==> config.mk <==
export PLATFORM = sky130hd
export DESIGN_NAME = ccc_lock_rst_sequencer
export DESIGN_NICKNAME = d
export VERILOG_FILES = /design/src/rtl/ccc_rstseq_pkg.sv /design/src/rtl/ccc_lock_sync.sv /design/src/rtl/ccc_lock_rst_sequencer.sv
export SDC_FILE = /design/constraint.sdc
export NUM_CORES = 1
export LEC_CHECK = 0
export ABC_AREA = 1
export BUFFER_PORTS_ARGS = -buffer_cell sky130_fd_sc_hd__buf_2
export CAP_MARGIN = 20
export CORE_MARGIN = 2
export CORE_UTILIZATION = 43
export DETAILED_ROUTE_END_ITERATION = 8
export PLACE_DENSITY = 0.61
export SLEW_MARGIN = 10
export SYNTH_ARGS = -nofsm -noshare
export SYNTH_HDL_FRONTEND = slang
export SYNTH_HIERARCHICAL = 1
export SYNTH_SLANG_ARGS = --single-unit
==> constraint.sdc <==
create_clock -name CLK -period 2.9 [get_ports CLK]
set_input_delay 0.435 -clock CLK [delete_from_list [all_inputs] [get_ports CLK]]
set_output_delay 0.435 -clock CLK [all_outputs]
set_load 0.005 [all_outputs]
==> src/rtl/ccc_rstseq_pkg.sv <==
// Shared types and counter-width helpers for the CCC lock/reset sequencer.
package ccc_rstseq_pkg;

  typedef enum logic [1:0] {
    WAIT_LOCK,
    STABILISE,
    RELEASE,
    RUN
  } state_t;

  // Bits needed to hold the values 0..n-1, never less than one bit.
  function automatic int cnt_w(input int n);
    return (n <= 2) ? 1 : $clog2(n);
  endfunction

  // The first stable cycle is seen in WAIT_LOCK, so the counter tops out at cycles-2.
  function automatic int stab_cnt_w(input int lock_stable_cycles);
    return cnt_w(lock_stable_cycles - 1);
  endfunction

  function automatic int stagger_cnt_w(input int stagger_cycles);
    return cnt_w(stagger_cycles);
  endfunction

  function automatic int loss_cnt_w(input int loss_filter);
    return cnt_w(loss_filter);
  endfunction

endpackage

==> src/rtl/ccc_lock_sync.sv <==
// LOCK synchroniser plus loss filter: emits a one-cycle loss_evt once lock_s has
// been low for loss_filter consecutive cycles while the filter is enabled.
module ccc_lock_sync
  import ccc_rstseq_pkg::*;
#(
  parameter int SYNC_STAGES = 2,
  parameter int LOSS_FILTER = 4
) (
  input  logic clk,
  input  logic rst,
  input  logic lock_in,
  input  logic en,
  output logic lock_s,
  output logic loss_evt
);

  localparam int LW = loss_cnt_w(LOSS_FILTER);
  localparam logic [LW-1:0] LOSS_MAX = LW'(LOSS_FILTER - 1);

  logic [SYNC_STAGES-1:0] sync_q;
  logic [LW-1:0]          loss_cnt;

  // NOTE: sequential state always uses non-blocking assignments so every flop
  // samples the pre-edge value of its neighbour; blocking here would collapse
  // the synchroniser chain into a single flop.
  always_ff @(posedge clk or posedge rst) begin
    if (rst) sync_q <= '0;
    else     sync_q <= {sync_q[SYNC_STAGES-2:0], lock_in};
  end

  assign lock_s = sync_q[SYNC_STAGES-1];

  // The current low cycle counts, so the event fires on the LOSS_FILTER-th low cycle.
  assign loss_evt = en && !lock_s && (loss_cnt == LOSS_MAX);

  always_ff @(posedge clk or posedge rst) begin
    if (rst)                          loss_cnt <= '0;
    else if (!en || lock_s || loss_evt) loss_cnt <= '0;
    else                              loss_cnt <= loss_cnt + LW'(1);
  end

endmodule

==> src/rtl/ccc_lock_rst_sequencer.sv <==
// Lock supervisor: waits for a stable CCC lock, releases domain resets in
// ascending order, and re-asserts them all on filtered lock loss or software request.
module ccc_lock_rst_sequencer
  import ccc_rstseq_pkg::*;
#(
  parameter int NUM_CH             = 3,
  parameter int SYNC_STAGES        = 2,
  parameter int LOCK_STABLE_CYCLES = 1024,
  parameter int STAGGER_CYCLES     = 16,
  parameter int LOSS_FILTER        = 4,
  parameter int CNT_W              = 8
) (
  input  logic              CLK,
  input  logic              RESET,
  input  logic              LOCK_IN,
  input  logic              SW_RESET_REQ,
  input  logic              CLEAR_STATUS,
  output logic [NUM_CH-1:0] RST_OUT,
  output logic              READY,
  output logic              LOCK_LOST_STICKY,
  output logic [CNT_W-1:0]  LOCK_LOSS_CNT
);

  localparam int SW = stab_cnt_w(LOCK_STABLE_CYCLES);
  localparam int GW = stagger_cnt_w(STAGGER_CYCLES);
  localparam logic [SW-1:0] STAB_MAX = SW'(LOCK_STABLE_CYCLES - 2);
  localparam logic [GW-1:0] STG_MAX  = GW'(STAGGER_CYCLES - 1);

  state_t             state_q, state_d;
  logic [SW-1:0]      stab_q, stab_d;
  logic [GW-1:0]      stg_q, stg_d;
  logic [NUM_CH-1:0]  rst_q, rst_d, shifted;
  logic               ready_q, ready_d;
  logic               sticky_q, sticky_d;
  logic [CNT_W-1:0]   cnt_q, cnt_d, cnt_base;
  logic               lock_s, loss_evt, filt_en;

  assign filt_en = (state_q == RELEASE) || (state_q == RUN);

  ccc_lock_sync #(
    .SYNC_STAGES (SYNC_STAGES),
    .LOSS_FILTER (LOSS_FILTER)
  ) u_sync (
    .clk      (CLK),
    .rst      (RESET),
    .lock_in  (LOCK_IN),
    .en       (filt_en),
    .lock_s   (lock_s),
    .loss_evt (loss_evt)
  );

  // NOTE: every signal driven here gets a default before any branch, otherwise
  // a path that skips an assignment infers a latch.
  always_comb begin
    state_d  = state_q;
    stab_d   = stab_q;
    stg_d    = stg_q;
    rst_d    = rst_q;
    ready_d  = ready_q;
    shifted  = rst_q << 1;

    // Status: a loss in the same cycle as a clear still registers as one loss.
    cnt_base = CLEAR_STATUS ? '0 : cnt_q;
    sticky_d = sticky_q && !CLEAR_STATUS;
    cnt_d    = cnt_base;
    if (loss_evt) begin
      sticky_d = 1'b1;
      if (cnt_base != '1) cnt_d = cnt_base + CNT_W'(1);
    end

    case (state_q)
      WAIT_LOCK: begin
        rst_d   = '1;
        ready_d = 1'b0;
        stab_d  = '0;
        if (lock_s) state_d = STABILISE;
      end
      STABILISE: begin
        if (!lock_s) begin
          state_d = WAIT_LOCK;
          stab_d  = '0;
        end else if (SW_RESET_REQ) begin
          stab_d = '0;
        end else if (stab_q == STAB_MAX) begin
          rst_d = shifted;
          stg_d = '0;
          if (shifted == '0) begin
            ready_d = 1'b1;
            state_d = RUN;
          end else begin
            state_d = RELEASE;
          end
        end else begin
          stab_d = stab_q + SW'(1);
        end
      end
      RELEASE, RUN: begin
        if (loss_evt || SW_RESET_REQ) begin
          rst_d   = '1;
          ready_d = 1'b0;
          stab_d  = '0;
          stg_d   = '0;
          state_d = WAIT_LOCK;
        end else if (state_q == RELEASE) begin
          if (stg_q == STG_MAX) begin
            stg_d = '0;
            rst_d = shifted;
            if (shifted == '0) begin
              ready_d = 1'b1;
              state_d = RUN;
            end
          end else begin
            stg_d = stg_q + GW'(1);
          end
        end
      end
      default: state_d = WAIT_LOCK;
    endcase
  end

  always_ff @(posedge CLK or posedge RESET) begin
    if (RESET) begin
      state_q  <= WAIT_LOCK;
      stab_q   <= '0;
      stg_q    <= '0;
      rst_q    <= '1;
      ready_q  <= 1'b0;
      sticky_q <= 1'b0;
      cnt_q    <= '0;
    end else begin
      state_q  <= state_d;
      stab_q   <= stab_d;
      stg_q    <= stg_d;
      rst_q    <= rst_d;
      ready_q  <= ready_d;
      sticky_q <= sticky_d;
      cnt_q    <= cnt_d;
    end
  end

  assign RST_OUT          = rst_q;
  assign READY            = ready_q;
  assign LOCK_LOST_STICKY = sticky_q;
  assign LOCK_LOSS_CNT    = cnt_q;

endmodule

==> metrics.cfg <==
[synthesis]
syn_avg_cell_area_um2 = 7.35
synth_top_cells_by_count = nand2_1 (96), nand3_1 (32), dfrtp_1 (30)
yosys_warnings = 6
synth_cell_types = 29
synth_fa_ha_area_share_pct = 3.05
synth_edf_count = 0
yosys_most_used_dff = dfrtp_1
synth_xor_area_share_pct = 1.28
synth-compound-area-share_pct = 4.27
synth_top_family_by_area = simple AND/OR/NAND/NOR gates
synth_top_area_share_pct = 36.6
synth.area.top_cells = dfrtp_1 (37%), nand2_1 (18%), nand3_1 (7.8%)
seq_area_frac_synth_pct = 40.5
synthSimpleGateAreaFrac_pct = 43.9
synthesis.area_um2 = 2050
synth.area.mux_share_pct = 0
synth_top_cell_by_area = dfrtp_1
yosys_register_bits = 33
synth_nets = 289
synth_most_common_cell = nand2_1
async_flop_share_pct = 100
netlist_instances = 279

[detailed_routing]
dr_total_vias = 1731
drcViolationCount = 0
drt_iter0_markers = 88
dr.pass1.iters = 4
wl_um = 3980
ant_nets = 0
vias_per_cell = 4.85
wl_per_cell_um = 11.2

[worst_setup_path]
critPathMaxStageDelay_ns = 0.52
crit_top_cell = nand3_1
crit_required_ns = 3.08
cp-start-kind = register
path_max_fanout = 7
critical_path_class = register to register
crit_start = state_q[1]$_DFFE_PP0P_
r2r_start = state_q[1]$_DFFE_PP0P_
reg2reg_depth = 7
worstPathArrival_ns = 1.99
ff2ff_setup_slack_ns = 1.08
slowest_stage = dfrtp_1
worstSetupEndpoint = LOCK_LOSS_CNT[7]$_DFF_PP0_
path_cells = nand2_1 > nor2_1 > inv_1 > nor3_2 > nand3_1 > nand3_1 > nand3_1
end_kind = register
r2r_end = LOCK_LOSS_CNT[7]$_DFF_PP0_

[clock_tree]
cts_made_buffers = 5
cts_max_level = 2
cts_tree = built
cts_hold_buf = 0
clockBufferDepth = 2
clock_sinks = 33
clock_latency_ns = 0.29
cts_resized = 0
clkSlewWorstSetupHoldPaths_ns = 0.07
cts_setup_buffers = 0
cts_root_buf = clkbuf_8

[global_routing]
grt_usage_pct = 17.2
grt-ovfl-total = 0
grt_pass1_vias = 1652
grt_start_max_net_pins = 30
grt_pass1_wl_um = 7200
antenna_found_initial = 0

[run_status]
status = completed

[timing]
hold_violations = 0
fin_crit_sh_pct = 62.7
slew_headroom_pct = 74.6
setup_tns_ns = 0
worstMarginPinSlew_ns = 0.380
fmax_ghz = 0.550
drv_slew = 0
rsz0062_at_grt = no
min_period_ns = 1.82
finalSetupViolCount = 0
fin_worst_skew_ns = 0.00900

[layout]
areaGrowthSynthToFinish_pct = 11.4
fin_area_um2 = 2280
final-instance-count-excl-fill = 357
regArea_um2 = 830
fin_nets = 312
num_antenna_cells = 0
drive_above_1_share_pct = 19.5
multi_input_area_um2 = 1080
fillers = 448

[power_and_ir_drop]
total_power_mw = 1.18
power_leakage_nw = 1.20
vdd_drop_max_uv = 418
powerDensity_nw_per_um2 = 518

[place]
dp_hpwl_um = 3030
io_buffers = 17
place_area_um2 = 2200
numPlacedInstances = 349
gp_congestion = 0.826

[die]
die-area_um2 = 5340
io_pins = 18
rows = 25
start_util_pct = 44.0
die_h_um = 73.1
fp.coreArea_um2 = 4660
die_w_um = 73.1

[job]
drv_cap = 0

[min_path]
hp-class = primary input to async pin

-- per-layer routing --
layer / track usage (%) / vias to the layer above / share of wire [%]
li1: - / 928 / -
met1: 23.6 / 783 / 51
met2: 26.9 / 16 / 45
met3: 4.01 / 4 / 3.2
met4: 5.56 / 0 / 1.3
met5: 0 / - / 0
-- worst min path at each step --
stage,from,end,cells after the start
floorplan,RESET,u_sync/loss_cnt[0]$_DFF_PP0_,1
global placement,RESET,u_sync/sync_q[0]$_DFF_PP0_,2
detailed placement,RESET,u_sync/sync_q[0]$_DFF_PP0_,2
CTS,RESET,u_sync/sync_q[0]$_DFF_PP0_,2
global route,RESET,u_sync/sync_q[0]$_DFF_PP0_,2
finish,RESET,u_sync/sync_q[0]$_DFF_PP0_,2
-- worst max-delay path, delay by kind of cell (launching register included) --
kind	cells	cell delay (ns)
DFF	1	0.52
and+or+nand+nor	6	0.98
buffers and inverters	1	0.20
-- sequential cells by signal, indices dropped and copies added, names as in the netlist --
signal and flops:
LOCK_LOSS_CNT 8, LOCK_LOST_STICKY 1, READY 1, RST_OUT 3
stab_q 10, state_q 2, stg_q 4, u_sync/loss_cnt 2
u_sync/sync_q 2
-- power by group --
part	internal, mW	leakage [nW]	switching, mW	total (mW)
Combinational	0.106	0.715	0.192	0.299
Sequential	0.513	0.443	0.0383	0.552
Clock	0.166	0.0450	0.166	0.333
-- layout make-up --
type                            instances  area share, %
Multi-Input combinational cell        209           47.1
Inverter                               35           5.97
Timing Repair Buffer                   18           4.05
Tap cell                               54           2.96
Clock inverter                          2          0.438
Sequential cell                        33           36.3
Clock buffer                            6           3.18
-- cell usage in the layout, fill, tap and decap left out --
cell / n
buf_2: 17
o21ai_4: 1
nor2_4: 6
nor2_2: 2
xnor2_1: 2
ha_1: 5
nand3_2: 2
dfrtp_1: 30
inv_6: 1
buf_4: 1
xor2_1: 1
nand3_1: 32
nand2_4: 4
inv_2: 6
nand4_1: 7
clkbuf_1: 1
nand3b_1: 2
nand2_1: 96
nor2_1: 24
clkbuf_8: 5
o21bai_1: 1
nand2_2: 3
a21oi_1: 1
or2_2: 3
dfstp_2: 3
nor3_2: 1
nand3_4: 1
inv_1: 28
o21ai_2: 1
o21ai_0: 10
nor3_1: 4
clkinv_2: 2
-- cell families (layout without fill, tap and decap cells) --
logic type | count (synthesis) | after routing
flops | 33 | 33
fa+ha+maj | 5 | 5
xor+xnor | 3 | 3
buf+inv | 37 | 61
simple gates | 187 | 187
compound gates | 14 | 14
-- metrics by stage --
| stage | util, % | hold WS [ns] | worst slack [ns] |
|---|---|---|---|
| after floorplan | - | 0.201 | 1.20 |
| after global placement | 47.2 | 0.331 | 1.14 |
| after detailed placement | 47.2 | 0.332 | 1.10 |
| after CTS | 49.0 | 0.0257 | 1.08 |
| after global routing | 49.0 | 0.0445 | 0.873 |
| final | 49.0 | 0.0312 | 1.08 |
(Power assumes the default switching activity.)
